===== src/rtl/sine_table_arbiter_if.sv =====
// Requester, table and response signals of the shared sine table arbiter.
// slave = the arbiter; master = requesters + table + response consumers.
interface sine_table_arbiter_if #(
    parameter int NUM_REQ = 4,
    parameter int THETA_W = 10,
    parameter int SINE_W  = 24
);
    logic [NUM_REQ-1:0]         req_valid;
    logic [NUM_REQ*THETA_W-1:0] req_theta;
    logic [NUM_REQ-1:0]         req_ready;
    logic                       tbl_clken;
    logic [THETA_W-1:0]         tbl_theta;
    logic signed [SINE_W-1:0]   tbl_sine;
    logic [NUM_REQ-1:0]         rsp_valid;
    logic signed [SINE_W-1:0]   rsp_sine;

    modport slave (
        input  req_valid, req_theta, tbl_sine,
        output req_ready, tbl_clken, tbl_theta, rsp_valid, rsp_sine
    );

    modport master (
        output req_valid, req_theta, tbl_sine,
        input  req_ready, tbl_clken, tbl_theta, rsp_valid, rsp_sine
    );
endinterface


===== src/rtl/sine_table_arbiter.sv =====
// Round-robin share of one sine table between NUM_REQ requesters; a tag pipeline
// matched to the table latency routes each returned sine to its requester.
module sine_table_arbiter #(
    parameter int NUM_REQ       = 4,
    parameter int THETA_W       = 10,
    parameter int SINE_W        = 24,
    parameter int TABLE_LATENCY = 2
) (
    input  logic                 Clock,
    input  logic                 Reset,
    input  logic                 enable,
    sine_table_arbiter_if.slave  bus
);
    localparam int ID_W  = (NUM_REQ > 1) ? $clog2(NUM_REQ) : 1;
    localparam int DEPTH = TABLE_LATENCY + 1;

    typedef struct packed {
        logic            vld;
        logic [ID_W-1:0] id;
    } tag_t;

    logic [ID_W-1:0]          ptr_q, ptr_d;
    logic [THETA_W-1:0]       tbl_theta_q, tbl_theta_d;
    tag_t [DEPTH-1:0]         tag_q, tag_d;
    logic [NUM_REQ-1:0]       rsp_valid_q, rsp_valid_d;
    logic signed [SINE_W-1:0] rsp_sine_q, rsp_sine_d;

    logic                     found;
    logic [ID_W-1:0]          grant_id;
    logic [NUM_REQ-1:0]       ready;
    logic                     hs;

    // Search from the pointer upward with wrap; the first valid requester wins.
    always_comb begin
        found    = 1'b0;
        grant_id = ptr_q;
        for (int k = 0; k < NUM_REQ; k++) begin
            if (!found && bus.req_valid[(int'(ptr_q) + k) % NUM_REQ]) begin
                found    = 1'b1;
                grant_id = ID_W'((int'(ptr_q) + k) % NUM_REQ);
            end
        end
        ready = '0;
        if (enable && found && !Reset)
            ready = NUM_REQ'(1) << grant_id;
        hs = |(bus.req_valid & ready);
    end

    always_comb begin
        ptr_d       = ptr_q;
        tbl_theta_d = tbl_theta_q;
        tag_d       = tag_q;
        rsp_valid_d = '0;
        rsp_sine_d  = rsp_sine_q;
        if (hs) begin
            ptr_d       = (grant_id == ID_W'(NUM_REQ - 1)) ? '0 : grant_id + 1'b1;
            tbl_theta_d = bus.req_theta[grant_id*THETA_W +: THETA_W];
        end
        // The table free-runs with enable, so tags advance only on enabled edges too.
        if (enable) begin
            tag_d[0].vld = hs;
            tag_d[0].id  = grant_id;
            for (int i = 1; i < DEPTH; i++)
                tag_d[i] = tag_q[i-1];
            if (tag_q[DEPTH-1].vld) begin
                rsp_valid_d = NUM_REQ'(1) << tag_q[DEPTH-1].id;
                rsp_sine_d  = bus.tbl_sine;
            end
        end
    end

    always_ff @(posedge Clock) begin
        if (Reset) begin
            ptr_q       <= '0;
            tbl_theta_q <= '0;
            tag_q       <= '0;
            rsp_valid_q <= '0;
            rsp_sine_q  <= '0;
        end else begin
            ptr_q       <= ptr_d;
            tbl_theta_q <= tbl_theta_d;
            tag_q       <= tag_d;
            rsp_valid_q <= rsp_valid_d;
            rsp_sine_q  <= rsp_sine_d;
        end
    end

    assign bus.req_ready = ready;
    assign bus.tbl_clken = enable;
    assign bus.tbl_theta = tbl_theta_q;
    assign bus.rsp_valid = rsp_valid_q;
    assign bus.rsp_sine  = rsp_sine_q;
endmodule


===== src/flat_wrapper.sv =====
// flat-port wrapper written by rule: the top's interface ports become plain ports
module sine_table_arbiter_flat 
#(
    parameter int NUM_REQ       = 4,
    parameter int THETA_W       = 10,
    parameter int SINE_W        = 24,
    parameter int TABLE_LATENCY = 2
)
  (Clock, Reset, enable, bus_req_valid, bus_req_theta, bus_tbl_sine, bus_req_ready, bus_tbl_clken, bus_tbl_theta, bus_rsp_valid, bus_rsp_sine);
  sine_table_arbiter_if #(.NUM_REQ(NUM_REQ), .THETA_W(THETA_W), .SINE_W(SINE_W)) bus_i ();
  input  logic Clock;
  input  logic Reset;
  input  logic enable;
  input wire logic [$bits(bus_i.req_valid)-1:0] bus_req_valid;
  input wire logic [$bits(bus_i.req_theta)-1:0] bus_req_theta;
  input wire logic [$bits(bus_i.tbl_sine)-1:0] bus_tbl_sine;
  output wire logic [$bits(bus_i.req_ready)-1:0] bus_req_ready;
  output wire logic [$bits(bus_i.tbl_clken)-1:0] bus_tbl_clken;
  output wire logic [$bits(bus_i.tbl_theta)-1:0] bus_tbl_theta;
  output wire logic [$bits(bus_i.rsp_valid)-1:0] bus_rsp_valid;
  output wire logic [$bits(bus_i.rsp_sine)-1:0] bus_rsp_sine;
  assign bus_i.req_valid = bus_req_valid;
  assign bus_i.req_theta = bus_req_theta;
  assign bus_i.tbl_sine = bus_tbl_sine;
  assign bus_req_ready = bus_i.req_ready;
  assign bus_tbl_clken = bus_i.tbl_clken;
  assign bus_tbl_theta = bus_i.tbl_theta;
  assign bus_rsp_valid = bus_i.rsp_valid;
  assign bus_rsp_sine = bus_i.rsp_sine;
  sine_table_arbiter #(.NUM_REQ(NUM_REQ), .THETA_W(THETA_W), .SINE_W(SINE_W), .TABLE_LATENCY(TABLE_LATENCY)) u_core (.Clock(Clock), .Reset(Reset), .enable(enable), .bus(bus_i));
endmodule

===== config.mk =====
export PLATFORM = sky130hd
export DESIGN_NAME = sine_table_arbiter_flat
export DESIGN_NICKNAME = d
export VERILOG_FILES = /design/src/rtl/sine_table_arbiter_if.sv /design/src/rtl/sine_table_arbiter.sv /design/src/flat_wrapper.sv
export SDC_FILE = /design/constraint.sdc
export NUM_CORES = 1
export LEC_CHECK = 0
export BUFFER_PORTS_ARGS = -buffer_cell sky130_fd_sc_hd__buf_2
export CAP_MARGIN = 20
export CORE_UTILIZATION = 35
export DETAILED_ROUTE_END_ITERATION = 10
export GPL_TIMING_DRIVEN = 0
export SYNTH_ARGS = -nofsm -noshare
export SYNTH_HDL_FRONTEND = slang
export SYNTH_SLANG_ARGS = --single-unit

===== constraint.sdc =====
create_clock -name Clock -period 3.16 [get_ports Clock]
set_clock_uncertainty 0.2 [all_clocks]
set_input_delay 0.316 -clock Clock [delete_from_list [all_inputs] [get_ports Clock]]
set_output_delay 0.316 -clock Clock [all_outputs]
set_load 0.005 [all_outputs]

After elaboration in Yosys (flattened, before gate mapping)
Cells that the tools add are included.

Register bits after elaboration: 49. Bits of input ports: 71. Output and inout bits: 43. Logic and storage cells: 64.

$add $sub $neg: 4. $mul: 1. $lt $le $gt $ge: 4. Equal/unequal tests: 1. Shift operators: 3. Muxes and demuxes: 20. Bitwise operators: 6. Reduce and logical (&&, ||, !) cells: 15.

Operators with widths (number): $shiftx A40 B7 Y10 (1); $lt A3 B4 Y1 const B (3); $mux W1 (11); $bmux W1 S2 (4); $mux W2 (4); $shl A1 B2 Y4 const A (2); $reduce_or A2 Y1 (3); $logic_and A1 B1 Y1 (5); $mul A2 B3 Y5 const B (1); $add A2 B1 Y2 const B (2); $add A2 B2 Y2 const B (2); $and A4 B4 Y4 (1); $logic_not A1 Y1 (4); $mux W4 (1); $reduce_or A4 Y1 (1); $and A1 B1 Y1 const A (3); $lt A2 B3 Y1 const B (1); $reduce_or A3 Y1 (1); $eq A2 B2 Y1 const B (1); $not A1 Y1 (2); $reduce_and A2 Y1 (1).

Longest topological paths before layout
Depth in word-level cells: 19. Mapped depth: 11. Depth with buffers taken out: 10.

Least setup slack after synthesis
Ideal clock, no wire load.

Kind: register -> register. Start: register u_core.ptr_q[1]. End: register u_core.tbl_theta_q[0] (netlist: u_core.bus.tbl_theta[0]). Setup time: 82 ps. Arrival time: 2630 ps. Data required time: 2878 ps. Path slack: 247 ps. Stages on the path, launching flop included: 12. Path buffers: 2. Clock period less this slack: 2913 ps. Cell sequence: dfxtp_1 -> and3b_1 -> or4_4 -> nand2_4 -> buf_6 -> ha_1 -> a22oi_1 -> nor4b_1 -> a31oi_4 -> or2_2 -> buf_6 -> o221ai_1.

Cells in the longest elaborated chain, start to end: 17. Elaborated cells between the ends (all ways): 35. Classes of those cells: add/sub: 3; mul: 1; shift: 2; mux: 19; bitwise: 1; reduce/logical: 9.

RTL lines: start, declared (line sine_table_arbiter.sv:22) `logic [ID_W-1:0] ptr_q, ptr_d;`; start signal, assigned (line sine_table_arbiter.sv:80) `ptr_q <= ptr_d;`; branches (longest 17 deep; another with $add A2 B1 Y2); end signal, assigned (line sine_table_arbiter.sv:81) `tbl_theta_q <= tbl_theta_d;`; end, declared (line sine_table_arbiter.sv:23) `logic [THETA_W-1:0] tbl_theta_q, tbl_theta_d;`.

Several ways; the timed one is not identified. The select of a mux whose other input is x is not followed. A chain may end at the register's enable or synchronous reset.

Final worst setup path
Start: register u_core.ptr_q[1]. End: register u_core.tbl_theta_q[6] (netlist: u_core.bus.tbl_theta[6]).

The elaborated chain is that of the path after synthesis.

==> results.tsv <==
stage	metric	value	unit
sta	relative slew slack	0.598	
grt	initial antenna violation count	0	
placed_design	DP Wirelength	3.94	mm
sta	Final TNS setup	0	ns
layout	Area Overhead vs Synth	37.4	%
cts	Worst-path clk slew	0.09	ns
cts	TritonCTS buffer count	5	
grt	vias in the first global route	1749	
critical_path	FF-to-FF Start	u_core.ptr_q[1]	
critical_path	Critical Path RT	3.18	ns
floorplan	Starting Density	0.364	
critical_path	crit end category	flip-flop	
detailed_routing	routed length per instance	12.4	µm
cts	# H-tree levels	2	
synth	Mapped Nets	309	
cts	worst skew pair latency	0.30	ns
critical_path	worst setup path startpoint	u_core.ptr_q[1]	
critical_path	crit-path max FO	10	
grt	largest net degree at the start of global routing	15	
sta	fmax	0.336	GHz
layout	Antenna Cells	0	
layout	layout cell share with drive strength beyond 1	0.390	
cts	# clock sinks	49	
floorplan	Die W	80.5	µm
sta	fin crit period	2.98	ns
detailed_routing	Final ANT Viol Nets	0	
layout	FILL cells	592	
floorplan	Rows	28	
hold_path	min-delay worst type	in2reg	
sta	unrepaired setup endpoints after global routing	false	
cts	Post-CTS Hold Fix Bufs	0	
synth	sequential area share after synthesis	0.455	
critical_path	Setup crit end	u_core.bus.tbl_theta[6]	
grt	global-route met3 utilization	0.0386	
layout	final cell count without fillers	434	
floorplan	die area	0.00648	mm²
synth	Cell Area, Synth	0.00216	mm²
detailed_routing	vias per std cell	4.73	
critical_path	FF-to-FF setup slack	0.18	ns
floorplan	core area	0.00592	mm²
critical_path	r2r endpoint	u_core.bus.tbl_theta[6]	
synth	synth cell count leaders	nand2_1, dfxtp_1, mux2i_1	
synth	most frequent cell after synthesis	nand2_1	
detailed_routing	DRT iter0 DRCs	42	
critical_path	Critical Path AT	3.00	ns
placed_design	placed cell area	0.00282	mm²
floorplan	# IOs	114	
synth	ys async rst share	0	
sta	Pins Over Slew Limit	0	
power_and_ir_drop	PD cells	434	mW/mm²
critical_path	CP max stage cell	or4_4	
grt	GR Layer Usage met2	0.261	
placed_design	RePlAce Congestion	0.739	
synth	cells after synthesis	236	
run	max_cap viols	0	
synth	area share of the leading cell type in the synthesized netlist	0.455	
synth	Syn Area/Cell	9.13	µm²
grt	M1 GR Usage	0.220	
critical_path	FF-to-FF path depth	11	
critical_path	critical path class	reg2reg	
cts	CTS tree	yes	
detailed_routing	detailed-route DRC error count	0	
placed_design	pre-CTS setup slack	-0.153	ns
detailed_routing	drt total wl	5.37	mm
synth	top cells by area, synth	dfxtp_1, mux2i_1, nand2_1	
layout	Nets	432	
detailed_routing	vias	2052	
critical_path	CP cell instances	and3b_1 > or4_4 > nand2_8 > buf_12 > ha_1 > a22oi_1 > nor4b_2 > a31oi_4 > or2b_1 > buf_4 > o221ai_1	
synth	Netlist cell types	32	
power_and_ir_drop	P_leak	1.35	nW
sta	worst setup margin	0.184	ns
synth	post-synthesis register bit count	49	
layout	register area	982	µm²
placed_design	Port-buffer cells	113	
synth	Post-synth EDFFs	0	
layout	Multi-input gate area	0.00109	mm²
power_and_ir_drop	VDD IR max	0.209	mV
power_and_ir_drop	total power draw	1.29	mW
floorplan	Die Height	80.5	µm
sta	final setup violation count	0	
grt	gr busiest metal	met2	
cts	root buffer cell	clkbuf_8	
cts	Bufs on Longest Clock Path	2	
detailed_routing	Pre-antenna DRT Iters	4	
sta	worst slew pin tran	0.599	ns
critical_path	Crit path largest cell delay	0.57	ns
grt	GRT Residual Overflow	0	
sta	fin crit share	0.942	
synth	synth warn	0	
layout	Design Area, Final	0.00296	mm²
sta	Final Hold Vio Count	0	
synth	dominant cell type by area after synthesis	dfxtp_1	
critical_path	Startpoint Class	flip-flop	
synth	top_reg_cell synth	dfxtp_1	
placed_design	Placed Cells incl. Taps	424	
grt	first-pass GRT wire length	8.25	mm
grt	GRT Overall Usage	0.163	
status	outcome	completed	
## how the worst min path moves through the flow
| stage | from | end | cells after the start |
|---|---|---|---|
| 6_report | bus_tbl_sine[21] | u_core.bus.rsp_sine[21] | 3 |
| 5_1_grt | bus_tbl_sine[21] | u_core.bus.rsp_sine[21] | 3 |
| 4_1_cts | bus_tbl_sine[21] | u_core.bus.rsp_sine[21] | 3 |
| 3_5_place_dp | u_core.bus.rsp_sine[11] | u_core.bus.rsp_sine[11] | 2 |
| 3_3_place_gp | u_core.bus.rsp_sine[17] | u_core.bus.rsp_sine[17] | 2 |
| 2_1_floorplan | u_core.tag_q[2] | u_core.tag_q[2] | 2 |
## layout by cell type, fill, tap and decap left out, drive strengths merged
cell type	instances
a21oi	28
a22oi	1
a31oi	1
and2	3
and3b	1
and4b	1
buf	123
clkbuf	16
clkinvlp	1
dfxtp	49
ha	2
inv	2
mux2i	29
nand2	52
nand2b	1
nand3	1
nand3b	10
nor2	12
nor2b	3
nor3	1
nor3b	1
nor4	2
nor4b	3
o21ai	2
o221a	1
o221ai	10
or2	1
or2b	1
or4	1
## critical path: cells and delay by family (launching register included)
kind,cells,cell delay [ns]
flops,1,0.36
buf+inv,2,0.29
simple gates,5,1.56
compound gates,3,0.34
fa+ha+maj,1,0.15
## power breakdown
part | total (mW) | leakage [nW] | internal [mW] | switching, mW
registers | 0.663 | 0.398 | 0.647 | 0.0159
logic | 0.247 | 0.906 | 0.131 | 0.116
clock network | 0.377 | 0.0433 | 0.173 | 0.204
total | 1.29 | 1.35 | 0.951 | 0.336
## timing repair
item                       4_1_cts  5_1_grt
buffers inserted                 0        3
hold endpoints to repair         0        0
cloned                           0        0
gates resized for setup          1        6
setup endpoints to repair       10       10
pin swaps                        0        2
## cells by family after synthesis
| kind of cell | after synthesis | synth area share |
|---|---|---|
| multiplexers | 29 | 0.135 |
| buffers and inverters | 19 | 0.0482 |
| flip-flops | 49 | 0.455 |
| AO/OA/AOI/OAI | 43 | 0.132 |
| AND/OR/NAND/NOR | 94 | 0.219 |
| adder cells (fa/ha/maj) | 2 | 0.0116 |
## through the flow
step                utilization  hold slack (ns)
floorplan                     -            0.250
global placement          0.475            0.239
detailed placement        0.475            0.244
CTS                       0.492           0.0363
global route              0.500           0.0366
finish                    0.500           0.0428
## layout make-up
| class | count | area share |
|---|---|---|
| Buffer | 17 | 0.0355 |
| Clock buffer | 6 | 0.0279 |
| Clock inverter | 1 | 0.00253 |
| Inverter | 2 | 0.00253 |
| Multi-Input combinational cell | 168 | 0.370 |
| Sequential cell | 49 | 0.332 |
| Tap cell | 75 | 0.0317 |
| Timing Repair Buffer | 116 | 0.199 |
## registers in the layout, summed over array words and instances, names as in the netlist
register / count
u_core.bus.rsp_valid: 4
u_core.tag_q: 9
u_core.bus.tbl_theta: 10
u_core.bus.rsp_sine: 24
u_core.ptr_q: 2
## metal layers
metal / vias up / share of wire / routed length (µm)
met4: 0 / 0.0075 / 40
met2: 74 / 0.45 / 2400
met1: 907 / 0.48 / 2580
met3: 5 / 0.064 / 345
li1: 1066 / - / -
met5: - / 0 / 0
(Power assumes the default switching activity.)
